$ cat config.mk
export PLATFORM = sky130hd
export DESIGN_NAME = adder_tree_acc
export DESIGN_NICKNAME = d
export VERILOG_FILES = /design/src/rtl/adder_tree_acc.sv
export SDC_FILE = /design/constraint.sdc
export NUM_CORES = 2
export LEC_CHECK = 0
export ABC_AREA = 1
export ABC_CLOCK_PERIOD_IN_PS = 47700
export CORE_ASPECT_RATIO = 0.75
export CORE_MARGIN = 3
export CORE_UTILIZATION = 37
export DETAILED_ROUTE_END_ITERATION = 12
export PLACE_DENSITY = 0.57
export SLEW_MARGIN = 20
export SYNTH_ARGS = -nofsm -noshare
export SYNTH_HDL_FRONTEND = slang
export SYNTH_SLANG_ARGS = --single-unit
$ cat constraint.sdc
create_clock -name clk -period 47.7 [get_ports clk]
set_input_delay 11.925 -clock clk [delete_from_list [all_inputs] [get_ports clk]]
set_output_delay 11.925 -clock clk [all_outputs]
set_load 0.02 [all_outputs]
$ cat src/rtl/adder_tree_acc.sv
// Pipelined signed adder tree (N_IN lanes + bias) with a frame accumulator stage.
// One registered tree level per cycle; in_first/in_last framing lets wide dot products span beats.

module add_sat #(
    parameter int WIDTH = 26,
    parameter int SAT   = 1
) (
    input  logic [WIDTH-1:0] a,
    input  logic [WIDTH-1:0] b,
    output logic [WIDTH-1:0] sum,
    output logic             ovf
);
    logic [WIDTH:0] full;

    assign full = {a[WIDTH-1], a} + {b[WIDTH-1], b};
    assign ovf  = full[WIDTH] ^ full[WIDTH-1];

    always_comb begin
        sum = full[WIDTH-1:0];
        if (SAT != 0 && ovf)
            sum = full[WIDTH] ? {1'b1, {(WIDTH-1){1'b0}}} : {1'b0, {(WIDTH-1){1'b1}}};
    end
endmodule

module tree_node #(
    parameter int WIDTH = 26,
    parameter int SAT   = 1
) (
    input  logic             clk,
    input  logic             rst,
    input  logic [WIDTH-1:0] a,
    input  logic [WIDTH-1:0] b,
    input  logic             a_ovf,
    input  logic             b_ovf,
    output logic [WIDTH-1:0] sum,
    output logic             ovf
);
    logic [WIDTH-1:0] add_sum;
    logic             add_ovf;

    add_sat #(.WIDTH(WIDTH), .SAT(SAT)) u_add (.a(a), .b(b), .sum(add_sum), .ovf(add_ovf));

    always_ff @(posedge clk or posedge rst) begin
        if (rst) begin
            sum <= '0;
            ovf <= 1'b0;
        end else begin
            sum <= add_sum;
            ovf <= a_ovf | b_ovf | add_ovf;
        end
    end
endmodule

module adder_tree_acc #(
    parameter int N_IN  = 28,
    parameter int WIDTH = 26,
    parameter int SAT   = 1
) (
    input  logic                  clk,
    input  logic                  GlobalReset,
    input  logic                  in_valid,
    input  logic                  in_first,
    input  logic                  in_last,
    input  logic [N_IN*WIDTH-1:0] in_vec,
    input  logic [WIDTH-1:0]      bias,
    output logic                  out_valid,
    output logic [WIDTH-1:0]      out_sum,
    output logic                  out_ovf
);
    localparam int LEVELS = $clog2(N_IN + 1);
    localparam int NLEAF  = 1 << LEVELS;
    localparam int NNODE  = 2 * NLEAF - 1;

    // Heap layout: node i has children 2i+1 / 2i+2, leaves at NLEAF-1.., root at 0.
    logic [NNODE-1:0][WIDTH-1:0] node_sum;
    logic [NNODE-1:0]            node_ovf;
    logic [LEVELS:0]             vld_pipe, first_pipe, last_pipe;

    generate
        for (genvar k = 0; k < NLEAF; k++) begin : g_leaf
            if (k < N_IN) begin : g_lane
                assign node_sum[NLEAF-1+k] = in_vec[WIDTH*k +: WIDTH];
            end else if (k == N_IN) begin : g_bias
                assign node_sum[NLEAF-1+k] = in_first ? bias : '0;
            end else begin : g_pad
                assign node_sum[NLEAF-1+k] = '0;
            end
            assign node_ovf[NLEAF-1+k] = 1'b0;
        end

        for (genvar i = 0; i < NLEAF - 1; i++) begin : g_node
            tree_node #(.WIDTH(WIDTH), .SAT(SAT)) u_node (
                .clk  (clk),
                .rst  (GlobalReset),
                .a    (node_sum[2*i+1]),
                .b    (node_sum[2*i+2]),
                .a_ovf(node_ovf[2*i+1]),
                .b_ovf(node_ovf[2*i+2]),
                .sum  (node_sum[i]),
                .ovf  (node_ovf[i])
            );
        end
    endgenerate

    assign vld_pipe[0]   = in_valid;
    assign first_pipe[0] = in_first;
    assign last_pipe[0]  = in_last;

    always_ff @(posedge clk or posedge GlobalReset) begin
        if (GlobalReset) begin
            vld_pipe[LEVELS:1]   <= '0;
            first_pipe[LEVELS:1] <= '0;
            last_pipe[LEVELS:1]  <= '0;
        end else begin
            vld_pipe[LEVELS:1]   <= vld_pipe[LEVELS-1:0];
            first_pipe[LEVELS:1] <= first_pipe[LEVELS-1:0];
            last_pipe[LEVELS:1]  <= last_pipe[LEVELS-1:0];
        end
    end

    logic [WIDTH-1:0] acc, acc_add, acc_nxt;
    logic             acc_ovf, acc_add_ovf, acc_ovf_nxt;

    add_sat #(.WIDTH(WIDTH), .SAT(SAT)) u_acc_add (
        .a(acc), .b(node_sum[0]), .sum(acc_add), .ovf(acc_add_ovf)
    );

    // A first beat restarts the frame, silently dropping any partial sum.
    always_comb begin
        acc_nxt     = acc_add;
        acc_ovf_nxt = acc_ovf | node_ovf[0] | acc_add_ovf;
        if (first_pipe[LEVELS]) begin
            acc_nxt     = node_sum[0];
            acc_ovf_nxt = node_ovf[0];
        end
    end

    always_ff @(posedge clk or posedge GlobalReset) begin
        if (GlobalReset) begin
            acc       <= '0;
            acc_ovf   <= 1'b0;
            out_valid <= 1'b0;
            out_sum   <= '0;
            out_ovf   <= 1'b0;
        end else begin
            out_valid <= 1'b0;
            if (vld_pipe[LEVELS]) begin
                acc     <= acc_nxt;
                acc_ovf <= acc_ovf_nxt;
                if (last_pipe[LEVELS]) begin
                    out_sum   <= acc_nxt;
                    out_ovf   <= acc_ovf_nxt;
                    out_valid <= 1'b1;
                end
            end
        end
    end
endmodule

==> flow_summary.json <==
{
  "path_class": "input port to asynchronous set/reset pin",
  "gp_congestion": 0.964,
  "slowest_delay_ps": 740,
  "die_w_um": 513,
  "postSynthAreaPerCell_um2": 7.29,
  "syn_to_final_growth_pct": 19.1,
  "ios": 787,
  "grt_pass1_vias": 65700,
  "via_count": 67600,
  "path_max_fanout": 88,
  "yosysWarnings": 0,
  "ctsHtreeMaxLevel": 3,
  "grt_usage": 0.232,
  "synth_edf_count": 0,
  "cts_num_sinks": 878,
  "crit_required_ps": 48460,
  "cts_repair_resize_count": 0,
  "drtPass1Iterations": 6,
  "post-synth-top-count-cell": "nand2_1",
  "max_slew_margin": 0.320,
  "clock.fmax_ghz": 0.0691,
  "yosys.area.top_type_share": 0.308,
  "worst_slack_ps": 33230,
  "cts_tree": "built",
  "placed_area_um2": 81600,
  "synth_ff_type": "dfrtp_1",
  "p_leak_uw": 0.0418,
  "async_flop_share": 1.00,
  "rsz0062_at_grt": "no",
  "grt_pass1_wl_um": 369000,
  "worstSetupStartpointType": "input port",
  "period_share": 0.303,
  "drt_iter0_drc": 4950,
  "syn_area_um2": 71300,
  "drive_gt1_frac": 0.0352,
  "hp-class": "flip-flop to flip-flop",
  "place_ws_ps": 32080,
  "tightest_slew_ps": 1010,
  "cp_common_cell": "buf_4",
  "arrival_ps": 15240,
  "yosys-top-cells-count": "nand2_1, inv_1, dfrtp_1, ha_1, a21oi_1",
  "core_um2": 190000,
  "finalCriticalPeriod_ps": 14480,
  "dp_hpwl_um": 201000,
  "fin_nets": 12100,
  "die_area_um2": 198000,
  "detail-route-antenna-nets": 0,
  "cts_made_buffers": 93,
  "cts_root_buffer": "clkbuf_16",
  "setup_tns_ps": 0,
  "placementRows": 138,
  "start_util": 0.375,
  "max-clock-path-buffers": 3,
  "grt_max_degree": 89,
  "finish.instance_area_um2": 84900,
  "status": "completed",
  "antenna_found_initial": 3,
  "critPathBufInv": 5,
  "ys_types": 54,
  "synth-seq-cells": 878,
  "crit_path_top_delay_cell": "buf_4",
  "clk_pin_slew_ps": 60,
  "drv_cap": 0,
  "clk_latency_ps": 710,
  "skew_ps": 28.3,
  "setup_viol": 0,
  "via_per_inst": 5.14,
  "cts_hold_repair.buffers": 0,
  "netlist_instances": 9781,
  "synth_top_area_cell": "dfrtp_1",
  "die_h_um": 386,
  "post_drt_wl_per_cell_um": 18.0,
  "ys_seq_area_frac": 0.308,
  "power_density_nw_per_um2": 69.4,
  "port_buffers": 786,
  "worst_setup_path_end_kind": "asynchronous set/reset pin",
  "overflow": 0,
  "finalHoldViolations": 0,
  "drc": 0,
  "synth.area.top_cells": "dfrtp_1, nand2_1, ha_1",
  "crit_family": "buffers and inverters",
  "routed_wl_um": 237000,
  "syn-num-nets": 11300,
  "path_cells": "clkdlybuf4s50_1 > inv_8 > buf_4 > buf_4 > buf_4",
  "drv_slew": 0,
  "post_cts_buffers": 0,
  "peakVddDrop_uv": 37.1
}
==> power breakdown <==
group | total, µW | switching, µW | internal (µW)
clock | 760 | 319 | 440
sequential | 1270 | 190 | 1080
combinational | 3860 | 2550 | 1300
==> flip-flops by register name (all words and copies together), names as in the netlist <==
| signal | cells |
|---|---|
| g_node.u_node.sum | 780 |
| g_node.u_node.ovf | 28 |
| acc | 26 |
| out_sum | 26 |
| first_pipe | 5 |
| last_pipe | 5 |
| vld_pipe | 5 |
| acc_ovf | 1 |
| out_ovf | 1 |
| out_valid | 1 |
==> area by class of cell <==
type | instances | area [µm²]
clock buffer | 118 | 2570
clock inverter | 53 | 646
tap | 2520 | 3150
antenna | 3 | 7.51
inverter | 989 | 3720
timing repair buffer | 802 | 8000
fill | 19300 | 105000
multi-input combinational | 7788 | 44800
sequential | 878 | 22000
==> layout by cell type (no fill, tap or decap), drive strengths merged, types with 31 or more instances in the layout <==
master and instances:
a21boi 31, o211ai 47, a21oi 739, xor2 366, nand3 417, nand4 124
a31oi 131, dfrtp 878, xnor2 290, clkdlybuf4s50 786, clkbuf 118, nor3 263
nor2 699, ha 754, inv 995, nand2 2930, a21o 128, o21bai 106
o21ai 650
==> worst reg2reg max path, cell delays in order (launching register included) <==
cell	delay, ps
dfrtp_1	440
ha_1	410
nand3_1	100
nand2_1	110
nand2_1	60
nand2_1	120
nand2_1	80
nand2_2	90
nand2_1	50
nand2_1	160
nand2_1	100
nand3_1	90
nand2_1	200
nand2_1	560
o21ai_0	500
==> per-stage QoR <==
step | power, µW | utilization | cells | hold slack [ps]
4_1_cts | 5900 | 0.446 | 13100 | 322
5_1_grt | 6450 | 0.447 | 13100 | 343
6_report | 5890 | 0.447 | 13200 | 334
2_1_floorplan | 3940 | - | 9781 | 331
3_5_place_dp | 5100 | 0.429 | 13000 | 335
3_3_place_gp | 5090 | 0.429 | 13000 | 335
==> layer usage <==
| metal | wire [µm] | vias to the layer above | GRT usage |
|---|---|---|---|
| li1 | - | 34000 | - |
| met1 | 120000 | 31600 | 0.356 |
| met2 | 99600 | 1855 | 0.350 |
| met3 | 13200 | 199 | 0.0295 |
| met4 | 3630 | 0 | 0.0383 |
| met5 | 0 | - | 0 |
==> final timing paths <==
kind / cells past startpoint / start / slack (ps) / end
setup / recovery: 5 / GlobalReset / 33230 / g_node[25].u_node.sum[16]$_DFF_PP0_
hold / removal: 0 / g_node[29].u_node.sum[0]$_DFF_PP0_ / 330 / g_node[14].u_node.sum[0]$_DFF_PP0_
setup reg to reg: 14 / g_node[12].u_node.sum[2]$_DFF_PP0_ / 44350 / g_node[5].u_node.sum[23]$_DFF_PP0_
hold reg to reg: 0 / g_node[29].u_node.sum[0]$_DFF_PP0_ / 330 / g_node[14].u_node.sum[0]$_DFF_PP0_
max in group clk: 15 / in_vec[104] / 33260 / g_node[17].u_node.sum[22]$_DFF_PP0_
min in group asynchronous: 2 / GlobalReset / 11750 / g_node[28].u_node.sum[18]$_DFF_PP0_
==> cell families (layout without fill, tap and decap cells) <==
kind of cell | count (synthesis) | count (layout) | share of synthesized area
buffers and inverters | 1115 | 1962 | 0.0630
AOI/OAI and AO/OA | 1869 | 1869 | 0.150
other | 0 | 3 | 0
and+or+nand+nor | 4480 | 4480 | 0.258
xor gates and xnor gates | 656 | 656 | 0.0810
adders and majority gates | 783 | 783 | 0.140
DFF | 878 | 878 | 0.308
No activity file was read; power rests on OpenSTA's default activity.
